## src/rtl/chunked_serial_adder.sv

```systemverilog
// rtl/chunked_serial_adder.sv - multi-cycle adder, CHUNK bits per clock, LSB chunk first
// Optional subtract mode is enabled by defining ADDER_SUB_EN.
module chunked_serial_adder #(
  parameter int WIDTH = 32,
  parameter int CHUNK = 4
) (
  input  logic             clk,
  input  logic             reset,
  input  logic             start,
  input  logic [WIDTH-1:0] a,
  input  logic [WIDTH-1:0] b,
  input  logic             carryin,
`ifdef ADDER_SUB_EN
  input  logic             sub,
`endif
  output logic             busy,
  output logic             done,
  output logic [WIDTH-1:0] sum,
  output logic             carryout,
  output logic             overflow
);

  localparam int N  = WIDTH / CHUNK;
  localparam int KW = (N > 1) ? $clog2(N) : 1;

  typedef enum logic [1:0] {
    S_IDLE,
    S_RUN,
    S_DONE
  } state_t;

  state_t           state, next_state;
  logic             accept;
  logic [WIDTH-1:0] la, lb, acc, acc_next;
  logic [WIDTH-1:0] b_in;
  logic             c_in;
  logic             carry;
  logic [KW-1:0]    k;
  logic             last;
  logic [CHUNK-1:0] a_ch, b_ch;
  logic [CHUNK:0]   ch_res;

`ifdef ADDER_SUB_EN
  // a - b is folded into a + ~b + 1 at latch time so the datapath stays add-only
  assign b_in = sub ? ~b : b;
  assign c_in = sub ? 1'b1 : carryin;
`else
  assign b_in = b;
  assign c_in = carryin;
`endif

  assign last = (k == KW'(N - 1));

  always_comb begin
    next_state = state;
    accept     = 1'b0;
    case (state)
      S_IDLE: begin
        if (start) begin
          next_state = S_RUN;
          accept     = 1'b1;
        end
      end
      S_RUN: begin
        if (last) next_state = S_DONE;
      end
      S_DONE: begin
        if (start) begin
          next_state = S_RUN;
          accept     = 1'b1;
        end else begin
          next_state = S_IDLE;
        end
      end
      default: next_state = S_IDLE;
    endcase
  end

  always_comb begin
    a_ch     = la[int'(k) * CHUNK +: CHUNK];
    b_ch     = lb[int'(k) * CHUNK +: CHUNK];
    ch_res   = {1'b0, a_ch} + {1'b0, b_ch} + {{CHUNK{1'b0}}, carry};
    acc_next = acc;
    acc_next[int'(k) * CHUNK +: CHUNK] = ch_res[CHUNK-1:0];
  end

  always_ff @(posedge clk or posedge reset) begin
    if (reset) begin
      state    <= S_IDLE;
      busy     <= 1'b0;
      done     <= 1'b0;
      la       <= '0;
      lb       <= '0;
      acc      <= '0;
      carry    <= 1'b0;
      k        <= '0;
      sum      <= '0;
      carryout <= 1'b0;
      overflow <= 1'b0;
    end else begin
      state <= next_state;
      busy  <= (next_state == S_RUN);
      done  <= (next_state == S_DONE);
      if (accept) begin
        la    <= a;
        lb    <= b_in;
        carry <= c_in;
        k     <= '0;
      end else if (state == S_RUN) begin
        acc   <= acc_next;
        carry <= ch_res[CHUNK];
        k     <= k + 1'b1;
        if (last) begin
          sum      <= acc_next;
          carryout <= ch_res[CHUNK];
          // carry into the MSB is recovered as a ^ b ^ sum at that bit
          overflow <= la[WIDTH-1] ^ lb[WIDTH-1] ^ acc_next[WIDTH-1] ^ ch_res[CHUNK];
        end
      end
    end
  end

endmodule

```

## config.mk

```make
export PLATFORM = sky130hd
export DESIGN_NAME = chunked_serial_adder
export DESIGN_NICKNAME = d
export VERILOG_FILES = /design/src/rtl/chunked_serial_adder.sv
export SDC_FILE = /design/constraint.sdc
export NUM_CORES = 1
export LEC_CHECK = 0
export ABC_AREA = 1
export ABC_CLOCK_PERIOD_IN_PS = 5190
export CAP_MARGIN = 15
export CORE_MARGIN = 10
export CORE_UTILIZATION = 45
export CTS_BUF_LIST = sky130_fd_sc_hd__clkbuf_8
export CTS_CLUSTER_DIAMETER = 100
export DETAILED_ROUTE_END_ITERATION = 12
export PLACE_DENSITY = 0.8
export SLEW_MARGIN = 20
export SYNTH_ARGS = -nofsm -noshare
export SYNTH_HDL_FRONTEND = slang
export SYNTH_SLANG_ARGS = --single-unit
```

## constraint.sdc

```tcl
create_clock -name clk -period 5.19 [get_ports clk]
set_clock_uncertainty 0.15 [all_clocks]
set_input_delay 1.038 -clock clk [delete_from_list [all_inputs] [get_ports clk]]
set_output_delay 1.038 -clock clk [all_outputs]
set_load 0.02 [all_outputs]
```

### Word-level counts from Yosys, hierarchy flattened

Index checks and enable logic that the tools add are counted.

* $add $sub $neg: 4
* equal/unequal tests: 5
* shift operators: 4
* mux-type cells: 11
* bitwise gates (word level): 4
* reductions and logical operators: 5

Operators with widths (count)
* 32-bit by 6-bit variable part select with 4-bit output: 2
* 5-bit negation with 33-bit output: 1
* 4-bit by 33-bit variable shift with 32-bit output (first input constant): 1
* 4-bit by 33-bit variable part select with 32-bit output: 1
* 32-bit bitwise mux: 1
* 3-bit 2-to-1 mux: 2
* 2-bit one-hot mux with 3 select lines: 1
* 4-bit by 4-bit adder with 5-bit output: 1
* 5-bit by 1-bit adder with 5-bit output: 1
* 1-bit 2-to-1 mux: 5
* 2-bit by 1-bit == test with 1-bit output (second input constant): 2
* 2-bit == test (second input constant): 2
* 2-bit 2-to-1 mux: 2
* 3-bit by 1-bit adder with 3-bit output (second input constant): 1
* 3-bit == test (second input constant): 1
* 3-bit AND reduction: 1
* 1-bit XOR: 3
* 2-bit zero test: 1
* 2-bit AND reduction: 1
* 2-bit nonzero test: 1
* 2-bit OR reduction: 1
* 1-bit inverter: 1

* bits in registers: 138
* input port bits: 68
* output and inout port bits: 36
* word-level logic and storage cells: 44

### Depth between registers and ports, before layout

* depth in word-level cells: 7
* depth in mapped cells: 17
* mapped depth without buffers: 16

### Worst setup path before layout

OpenSTA, ideal clock, no wires.

* path kind: reg-to-reg
* start point: register k[0]
* end point: register overflow
* library setup time: 0.118 ns
* arrival time: 2.700 ns
* data required time: 4.922 ns
* slack: 2.223 ns
* stages on the path, launching flop included: 16
* path buffers: 2
* period minus slack after synthesis: 2.967 ns
* path through: dfrtp_1 > buf_6 > clkinv_1 > clkbuf_1 > o21ai_0 > o22ai_1 > nor2_1 > a31oi_1 > fa_1 > inv_1 > fa_1 > o21ai_0 > xor2_1 > nand3_1 > nand3_1 > nand2_1

* word-level cells in the longest chain between the ends: 7
* elaborated cells on any way between the ends: 12
* classes of those cells: add/sub (3); eq/ne (1); shift (4); mux (1); bitwise (2); reduce/logical (1)

RTL lines
* start: declaration: line 38 `logic [KW-1:0] k;`
* start signal: assignment: line 112 `k <= k + 1'b1;`
* 32-bit by 6-bit variable part select with 4-bit output (on tied branches): line 80, 81
* 4-bit by 4-bit adder with 5-bit output: line 82 `ch_res = {1'b0, a_ch} + {1'b0, b_ch} + {{CHUNK{1'b0}}, carry};`
* 5-bit by 1-bit adder with 5-bit output: line 82
* 4-bit by 33-bit variable part select with 32-bit output: line 84 `acc_next[int'(k) * CHUNK +: CHUNK] = ch_res[CHUNK-1:0];`
* 32-bit bitwise mux: line 84
* 1-bit XOR (2 in a row): line 117 `overflow <= la[WIDTH-1] ^ lb[WIDTH-1] ^ acc_next[WIDTH-1] ^ ch_res[CHUNK];`
* end signal: assignment: line 117
* end: declaration: line 20 `output logic overflow`

Several ways; a longest one is shown, not always the timed one.
A chain may end at the register's enable or synchronous reset.

### Worst setup path after layout

* start point: register k[1]
* end point: register acc[5]

* word-level cells in the longest chain between the ends: 5
* elaborated cells on any way between the ends: 8
* classes of those cells: add/sub (3); shift (4); mux (1)

RTL lines
* 32-bit by 6-bit variable part select with 4-bit output (on tied branches): line 80, 81
* 4-bit by 4-bit adder with 5-bit output: line 82
* 5-bit by 1-bit adder with 5-bit output: line 82
* 4-bit by 33-bit variable part select with 32-bit output: line 84
* 32-bit bitwise mux *: line 84
* end signal: assignment: line 110 `acc <= acc_next;`
* end: declaration: line 34 `logic [WIDTH-1:0] la, lb, acc, acc_next;`

Mark *: on every way between the ends. The rest lies on a longest branch, timed or not.

==> flow_metrics.py <==
metrics = {
    "clock_tree": {
        "clockBufferDepth": 2,
        "cts_resized": 0,
        "postCtsSetupRepairBufs": 0,
        "cts_hold_buf": 0,
        "clk_pin_slew_ns": 0.08,
        "cts.sink_count": 138,
        "htree_levels": 4,
        "clk_latency_ns": 0.46,
        "cts_tree": "yes",
        "cts_buffers": 17,
        "cts_root_buf": "clkbuf_8",
    },
    "routing": {
        "avgViaCountPerCell": 5.04,
        "ant_nets": 0,
        "dr.pass1.iters": 5,
        "top_layer_used": "met4",
        "dr_wl_met3_um": 877,
        "drt-wirelength-per-cell_um": 14.5,
        "dr_wl_met2_um": 7230,
        "first_iter_violations": 536,
        "wl_met1_um": 6980,
        "vias": 5306,
        "route.detailed.drc": 0,
        "routed_wl_um": 15300,
    },
    "die": {
        "rows": 43,
        "core_area_um2": 13800,
        "die_h_um": 138,
        "initial_core_util_pct": 45.7,
        "die_area_um2": 19100,
        "ios": 104,
        "die_w_um": 138,
    },
    "global_routing": {
        "antenna_found_initial": 0,
        "grt_use_total_pct": 16.3,
        "grt_pass1_vias": 5252,
        "gr-total-overflow": 0,
        "grt_start_max_net_pins": 73,
        "grt_pass1_wl_um": 25900,
    },
    "synthesis": {
        "syn_avg_cell_area_um2": 8.19,
        "syn_area_um2": 6300,
        "synth_commonest_cells": "nand2_1 (299), o21ai_0 (142), dfrtp_1 (138)",
        "ys_ff_latch": 138,
        "yosysTopAreaCell": "dfrtp_1",
        "synth_enable_flop_cells": 0,
        "ys_warn_count": 0,
        "ys_top_cells_by_area": "dfrtp_1 (55%), nand2_1 (18%), o21ai_0 (11%)",
        "synth_nets": 849,
        "ys_seq_area_share_pct": 54.8,
        "syn_inst": 769,
        "yosysMostFrequentCell": "nand2_1",
        "ys.flop_type": "dfrtp_1",
        "async_flop_share_pct": 100,
        "synth_top_area_share_pct": 54.8,
        "synth_cell_types": 29,
    },
    "timing": {
        "maxSlewHeadroom_pct": 41.5,
        "post-route-period-util_pct": 71.4,
        "timing.fmax_mhz": 270,
        "min_period_ns": 3.70,
        "worst_pin_slew_ns": 0.877,
        "drv_slew": 0,
        "hold_ws_ns": 0.328,
        "hold_violations": 0,
        "rsz0062_at_grt": "false",
        "setup_ws_ns": 1.49,
        "setup_violations": 0,
        "setup-tns-final_ns": 0,
    },
    "setup_path": {
        "cp_slowest_stage_delay_ns": 0.91,
        "start_kind": "register",
        "crit_required_ns": 5.41,
        "cp_common_cell": "o21ai_0",
        "critPathLaunch": "k[1]",
        "path_class": "reg2reg",
        "arrival_ns": 3.92,
        "r2r_cells": 13,
        "reg2reg_to": "acc[5]",
        "critPathSlowestCell": "dfrtp_1",
        "cp_cell_sequence": "inv_1 -> o21ai_0 -> o22ai_1 -> nor2_1 -> a31oi_1 -> fa_1 -> inv_1 -> fa_1 -> nor2_1 -> nand3_1 -> nand2_1 -> o21ai_0 -> o21ai_0",
        "reg2reg_from": "k[1]",
        "rrSetupSlack_ns": 1.49,
        "cp-end-kind": "register",
        "cp_max_fo": 28,
        "critPathCapture": "acc[5]",
    },
    "place": {
        "dpl.cell_count": 1021,
        "io_buffers": 103,
        "dp_slack_ns": 1.53,
        "gp_congestion": 0.844,
        "dp_hpwl_um": 10900,
    },
    "layout": {
        "layout-drive-gt1-share_pct": 5.96,
        "antennaDiodeCount": 0,
        "fin_cells": 1053,
        "areaGrowthSynthToFinish_pct": 25.5,
        "fillers": 1246,
        "nets": 940,
    },
    "worst_hold_path": {
        "hp-class": "reg2reg",
    },
    "run_status": {
        "status": "finished clean",
    },
    "flow_run": {
        "maxCapViolations": 0,
    },
    "pwr": {
        "powerDensity_nw_per_um2": 689,
        "ir_drop_mv": 0.285,
        "p_leak_uw": 0.00372,
    },
}
registers in the layout, summed over array words and instances, names as in the netlist:
| signal | cells |
|---|---|
| carry | 1 |
| busy | 1 |
| k | 3 |
| acc | 32 |
| carryout | 1 |
| lb | 32 |
| overflow | 1 |
| done | 1 |
| la | 32 |
| state | 2 |
| sum | 32 |
final cells by class:
type,count,area [µm²],share of cell area (%)
clock buffers,21,289,3.66
clock inverters,11,143,1.80
inverters,43,164,2.07
multi-input cells,550,2530,32.1
flip-flops and latches,138,3450,43.7
well taps,180,225,2.85
repair buffers,110,1100,13.9
cell families (layout without fill, tap and decap cells):
group,after synthesis,in the layout,share of synthesized area [%]
flip-flops,138,138,54.8
multiplexers,1,1,0.159
XOR/XNOR,3,3,0.417
AND/OR/NAND/NOR,362,362,22.9
buffers and inverters,81,185,4.97
adder cells (fa/ha/maj),12,12,2.62
AO/OA/AOI/OAI,172,172,14.1
worst max-delay path, delay by kind of cell (launching register included):
| kind | cells | cell delay, ns |
|---|---|---|
| AND/OR/NAND/NOR | 4 | 0.53 |
| buffers and inverters | 2 | 0.49 |
| flip-flops | 1 | 0.91 |
| adder cells (fa/ha/maj) | 2 | 0.89 |
| AO/OA/AOI/OAI | 5 | 0.63 |
cells in the final DEF, fill, tap and decap left out, types with 3 or more instances in the layout:
| master | synthesis | routed |
|---|---|---|
| a31oi_1 | 6 | 6 |
| o21ai_0 | 142 | 142 |
| nand3_1 | 23 | 23 |
| inv_1 | 38 | 37 |
| a21oi_1 | 14 | 14 |
| nor2_1 | 28 | 28 |
| clkbuf_8 | 0 | 21 |
| dfrtp_1 | 138 | 138 |
| bufinv_16 | 0 | 3 |
| o211ai_1 | 4 | 4 |
| inv_2 | 3 | 3 |
| clkinv_2 | 0 | 4 |
| nand4_1 | 3 | 3 |
| buf_4 | 0 | 6 |
| o22ai_1 | 5 | 5 |
| nand2_1 | 299 | 299 |
| clkdlybuf4s50_1 | 0 | 103 |
| ha_1 | 10 | 10 |
metal layers:
layer / vias to the layer above / GRT usage [%]
met4: 0 / 4.99
met5: - / 0
li1: 2672 / -
met1: 2480 / 20.9
met3: 16 / 5.62
met2: 138 / 25.4
metrics by stage:
stage / util (%) / total power [µW] / cell area [µm²]
floorplan: - / 3660 / 6300
global placement: 54.3 / 4450 / 7470
global route: 57.4 / 5940 / 7900
finish: 57.4 / 5450 / 7900
CTS: 57.4 / 5490 / 7900
detailed placement: 54.3 / 4530 / 7470
worst min-delay path by stage:
stage            start  endpoint  slack, ns  cells past startpoint
2_1_floorplan  acc[23]   acc[23]       0.29                      2
3_5_place_dp    la[21]    la[21]       0.31                      2
5_1_grt          lb[1]     lb[1]       0.35                      2
4_1_cts         la[21]    la[21]       0.33                      2
6_report        la[21]    la[21]       0.33                      2
3_3_place_gp   acc[23]   acc[23]       0.30                      2
report_power, final:
group          total (µW)  internal, µW  switching [µW]
clock network         939           524             415
registers            1830          1560             272
logic                2680           964            1710
total                5450          3050            2400
(Power assumes the default switching activity.)
